==> src/rtl/rc4_ksa_shuffler.sv <==
// RC4 key-scheduling shuffle: 256 iterations of j += S[i] + key[i mod 3], swap S[i]/S[j],
// against a single-port S RAM with a one-cycle registered read.
module rc4_ksa_shuffler (
  input  logic       clk,
  input  logic       reset,
  input  logic       start,
  output logic       done,
  output logic [7:0] key_index,
  input  logic [7:0] key_byte,
  output logic [7:0] s_address,
  output logic [7:0] s_data,
  output logic       s_wren,
  input  logic [7:0] s_q
);

  typedef enum logic [2:0] {
    StIdle,
    StRdI,
    StLatI,
    StRdJ,
    StLatJ,
    StWrI,
    StWrJ,
    StDone
  } state_e;

  state_e     state_q, state_d;
  logic [7:0] i_q, i_d;
  logic [7:0] j_q, j_d;
  logic [7:0] si_q, si_d;
  logic [7:0] sj_q, sj_d;

  always_ff @(posedge clk or posedge reset) begin
    if (reset) begin
      state_q <= StIdle;
      i_q     <= 8'd0;
      j_q     <= 8'd0;
      si_q    <= 8'd0;
      sj_q    <= 8'd0;
    end else begin
      state_q <= state_d;
      i_q     <= i_d;
      j_q     <= j_d;
      si_q    <= si_d;
      sj_q    <= sj_d;
    end
  end

  assign key_index = i_q;

  always_comb begin
    state_d   = state_q;
    i_d       = i_q;
    j_d       = j_q;
    si_d      = si_q;
    sj_d      = sj_q;
    s_address = 8'd0;
    s_data    = 8'd0;
    s_wren    = 1'b0;
    done      = 1'b0;

    unique case (state_q)
      StIdle: begin
        if (start) begin
          i_d     = 8'd0;
          j_d     = 8'd0;
          state_d = StRdI;
        end
      end
      StRdI: begin
        s_address = i_q;
        state_d   = StLatI;
      end
      StLatI: begin
        // s_q holds S[i] here; key_byte is valid for key_index == i this cycle.
        si_d    = s_q;
        j_d     = j_q + s_q + key_byte;
        state_d = StRdJ;
      end
      StRdJ: begin
        s_address = j_q;
        state_d   = StLatJ;
      end
      StLatJ: begin
        sj_d    = s_q;
        state_d = StWrI;
      end
      StWrI: begin
        s_address = i_q;
        s_data    = sj_q;
        s_wren    = 1'b1;
        state_d   = StWrJ;
      end
      StWrJ: begin
        // When i == j both writes carry the same value, so the second one is harmless.
        s_address = j_q;
        s_data    = si_q;
        s_wren    = 1'b1;
        if (i_q == 8'hff) begin
          state_d = StDone;
        end else begin
          i_d     = i_q + 8'd1;
          state_d = StRdI;
        end
      end
      StDone: begin
        done    = 1'b1;
        state_d = StIdle;
      end
      default: state_d = StIdle;
    endcase
  end

endmodule
==> config.mk <==
export PLATFORM = sky130hd
export DESIGN_NAME = rc4_ksa_shuffler
export DESIGN_NICKNAME = d
export VERILOG_FILES = /design/src/rtl/rc4_ksa_shuffler.sv
export SDC_FILE = /design/constraint.sdc
export NUM_CORES = 1
export LEC_CHECK = 0
export ABC_AREA = 1
export CORE_MARGIN = 1.5
export CORE_UTILIZATION = 52
export CTS_CLUSTER_SIZE = 40
export DETAILED_ROUTE_END_ITERATION = 7
export PLACE_DENSITY = 0.78
export SLEW_MARGIN = 20
export SYNTH_ARGS = -nofsm -noshare
export SYNTH_HDL_FRONTEND = slang
export SYNTH_SLANG_ARGS = --single-unit
==> constraint.sdc <==
create_clock -name clk -period 2.65 [get_ports clk]
set_input_delay 0.3975 -clock clk [delete_from_list [all_inputs] [get_ports clk]]
set_output_delay 0.3975 -clock clk [all_outputs]
set_load 0.05 [all_outputs]
# Word-level counts from Yosys, hierarchy flattened
# Index checks and enable logic that the tools add are counted.
op_classes:
  n_eq_ne: 10
  bitwise_logic: 0
  div: 0
  n_shift: 0
  mux: 11
  addsub: 3
  n_mul: 0
  n_reduce_logical: 8
  order_cmp: 0
op_table:
  columns: ["operator", "count"]
  rows:
  - ["one-hot mux 8 bit (2 select lines)", 4]
  - ["one-hot mux 3 bit (8 select lines)", 1]
  - ["adder 8 bit", 2]
  - ["two-way mux 8 bit", 2]
  - ["== test 3 bit (second input constant)", 4]
  - ["adder 8 x 1 -> 8 bit (second input constant)", 1]
  - ["== test 8 bit (second input constant)", 1]
  - ["== test 3 x 2 -> 1 bit (second input constant)", 2]
  - ["two-way mux 3 bit", 2]
  - ["OR reduction 2 bit", 3]
  - ["inequality test 2 bit (second input constant)", 2]
  - ["nonzero test 2 bit", 2]
  - ["== test 3 x 1 -> 1 bit (second input constant)", 1]
  - ["zero test 3 bit", 1]
  - ["AND reduction 3 bit", 1]
  - ["two-way mux 1 bit", 2]
  - ["AND reduction 2 bit", 1]
totals:
  out_inout_bits: 26
  memories: 0
  mem_bits_rw: 0
  in_bits: 19
  register_bits: 35
  romBits: 0
  latch_bits: 0

# Longest topological paths before layout
depth:
  ltp_word: 3
  depth_mapped: 10

# Worst setup path before layout
# No wires, ideal clock.
synth_path:
  path_type: "register to output"
  from: "register i_q[6], in the netlist key_index[6]"
  to: "output port s_address[6]"
  path_buffers: 0
  t_required_ns: 2.253
  slack_ns: 0.345
  path_stages_with_launch: 3
  arrival_ns: 1.907
  path_cell_list: "dfrtp_1 > inv_1 > o21ai_0"
synth_via:
  elab_chain_len: 1
synth_rtl:
  columns: ["element", "line", "text"]
  rows:
  - ["start, declared", "28", "logic [7:0] i_q, i_d;"]
  - ["start signal, assigned", "42", "i_q <= i_d;"]
  - ["one-hot mux 8 bit (2 select lines)", "62", "unique case (state_q)"]
  - ["end, declared", "10", "output logic [7:0] s_address,"]
# Every way passes these cells.

# Worst setup path in the final report
layout_path:
  from: "input port s_q[1]"
  to: "register j_q[7]"
layout_via:
  elab_chain_len: 3
layout_rtl:
  columns: ["element", "line", "text"]
  rows:
  - ["start, declared", "13", "input logic [7:0] s_q"]
  - ["adder 8 bit (2 in series)", "77", "j_d = j_q + s_q + key_byte;"]
  - ["one-hot mux 8 bit (2 select lines)", "62", null]
  - ["end signal, assigned", "43", "j_q <= j_d;"]
  - ["end, declared", "29", "logic [7:0] j_q, j_d;"]
# Every way passes these cells.
# A chain may end at the register's enable or synchronous reset.

==> run metrics <==
Worst EP arrival=approximately 2.5 ns; worst skew pair latency=0.29 ns; largest net degree at the start of global routing=36; EDFF count, synth=0; Max Fanout on Critical Path=3; PortBufs=44; RD Place Congestion=approximately 0.9; Inserted Clock Buffers=5; Initial DRC Count=167; grt ovf=0; Primary FF master, synth=dfrtp_1; Initial Utilization=0.5516; Synth Register Bits=35; FFs w/ async S/R, synth=1.000; Pre-Repair DR Iteration Count=4; Area growth syn-to-layout=30.69%; std cell rows=23; critical path class=in2reg; die area=4707 µm²; placed cell count=379; Crit path top cell by count=nand3_1; Post-Syn Area=2238 µm²; ratio of cells with drive above 1 in the final layout=0.1217; met3 routed WL=around 260 µm; GR Util All Layers=0.2555; most common cell in the netlist=nand2_1; Hold Crit Class=in2async; CTS H-Tree Depth=2; total of warnings raised by yosys=0; cell depth of the worst setup path=11; final setup fails=0; Reg clk slew, reported paths=0.07 ns; Max Slew Vio Count=0; routed len/inst=13.86 µm; WP buf/inv=3; pwr/cell area=1064 nW/µm²; final setup TNS=0 ns; HPWL Detailed=roughly 4100 µm; Worst setup startpoint=s_q[1]; initial antenna violation count=0; startpoint types=input pin; CP top delay family=adder cells; wl on met1=roughly 2400 µm; vias per inst=5.336; Mapped Cells=286; leak pwr=1.484 nW; number of global-route vias before repair=1844; postcts setup bufs=0; DRC errors left=0; uppermost layer routed=met4; Final Routed Wirelength=5365 µm; Mean Syn Cell Area=7.827 µm²; Worst R2R Start=j_q[1]$_DFFE_PP0P_; R2R setup slack=0.56 ns; area leader, netlist=dfrtp_1; Nets=370; antenna-violating nets left=0; CP max stage delay=0.52 ns; total number of vias=2065; hold buffers post-CTS=0; Reg2Reg Depth=10; clock skew=just over 0.006 ns; Die X-Extent=~70 µm; max_cap viols=0; io pins=45; FMAX=between 400 and 500 MHz; Setup crit end kind=flip-flop; first-pass GRT wire length=between 8000 and 9000 µm; Synth area leaders=dfrtp_1 (39%), nand2_1 (13%), inv_1 (7.9%); Hold Vio Cnt, Final=0; die height=between 60 and 70 µm; met2 wire length=2653 µm; sequential fraction of the synthesis area=0.3913; unrepaired setup endpoints after global routing=false; crit-path cells=clkdlybuf4s50_1 > fa_1 > ha_1 > inv_1 > fa_1 > inv_1 > nand3_1 > nand3_1 > nand2_1 > nand3_1 > nand2_1; root buf cell=clkbuf_8; fin cells=387; Antenna Cells=0; worst vdd ir=around 0.00064 V; # fillers=between 300 and 400; Tcrit/Tclk final=0.8653; Yosys top cell area share=0.3913; outcome=completed; Slew @ Worst Pin=between 0.4 and 0.5 ns; crit path time final=2.293 ns; Slew headroom=0.6679; Core Footprint=between 4000 and 5000 µm²; Required @ worst endpoint=between 2 and 3 ns; Longest Clk Path Bufs=2; clk sinks=35; CTS tree=yes; Post-Syn Nets=320; commonest cells in the netlist=nand2_1 (80), inv_1 (47), dfrtp_1 (35); CP max stage cell=fa_1; Distinct cells, synth=29; PostCTS Resize Cnt=0
worst paths after layout:
path | to
worst max-delay path | j_q[7]$_DFFE_PP0P_
worst min-delay path | si_q[4]$_DFFE_PP0P_
worst max register to register | j_q[7]$_DFFE_PP0P_
worst min register to register | si_q[1]$_DFFE_PP0P_
max in group asynchronous | si_q[0]$_DFFE_PP0P_
min in group clk | si_q[1]$_DFFE_PP0P_
layer usage:
metal / GRT usage / up-vias
met5: 0 / -
met4: 0.1075 / 0
met3: 0.04058 / 5
met2: 0.3978 / 65
met1: 0.3528 / 974
li1: - / 1021
stage by stage:
step	setup WS, ns	power, mW	util	instance area, µm²	hold WS (ns)
global route	0.2105	3.361	0.7209	2925	0.5221
global placement	0.1064	2.574	0.6920	2808	0.4673
CTS	0.3442	3.126	0.7209	2925	0.4921
finish	0.3570	3.113	0.7209	2925	0.4880
detailed placement	0.03525	2.611	0.6920	2808	0.4747
floorplan	0.3453	2.076	-	2238	0.4534
layout by cell type (no fill, tap or decap), drive strengths merged:
cell           Yosys  routed
ha                 7       7
nor2              20      20
a32o               8       8
a21oi              2       2
xnor2              1       1
o22ai              9       9
o2111ai            1       1
nand4              4       4
nand2             82      82
nor3               1       1
fa                 8       8
clkbuf             1       6
nand3             20      20
bufinv             0       1
buf                5      22
o21ai             29      29
dfrtp             35      35
nand3b             1       1
xor2               3       3
inv               48      48
clkdlybuf4s50      0      27
clkinv             1       2
flip-flops by register name (all words and copies together), names as in the netlist:
register,flops
state_q,3
key_index,8
sj_q,8
j_q,8
si_q,8
worst register-to-register path: stages (launching register included):
cell and delay, ns:
dfrtp_1 0.40, fa_1 0.49, ha_1 0.18, inv_1 0.07, fa_1 0.42, inv_1 0.09
nand3_1 0.08, nand3_1 0.07, nand2_1 0.05, nand3_1 0.08, nand2_1 0.05
cell type report:
class,instances,area [µm²],share of cell area
clock buffers,6,82.58,0.02823
clock inverters,2,35.03,0.01198
inverters,49,185.2,0.06330
multi-input cells,196,1149,0.3926
flip-flops and latches,35,875.8,0.2994
well taps,50,62.56,0.02139
repair buffers,49,535.5,0.1831
cells by family after synthesis:
| logic type | after synthesis | synth area share |
|---|---|---|
| AO/OA/AOI/OAI | 49 | 0.1358 |
| flip-flops | 35 | 0.3913 |
| AND/OR/NAND/NOR | 128 | 0.2510 |
| adder cells (fa/ha/maj) | 15 | 0.1107 |
| buffers and inverters | 55 | 0.09558 |
| XOR/XNOR | 4 | 0.01565 |
report_power, final:
| group | internal, mW | leakage (nW) | switching, mW |
|---|---|---|---|
| combinational | 0.630 | 0.975 | 1.09 |
| sequential | 0.739 | 0.448 | 0.147 |
| clock | 0.304 | 0.0612 | 0.201 |
| total | 1.67 | 1.48 | 1.44 |
No activity file was read; power rests on OpenSTA's default activity.
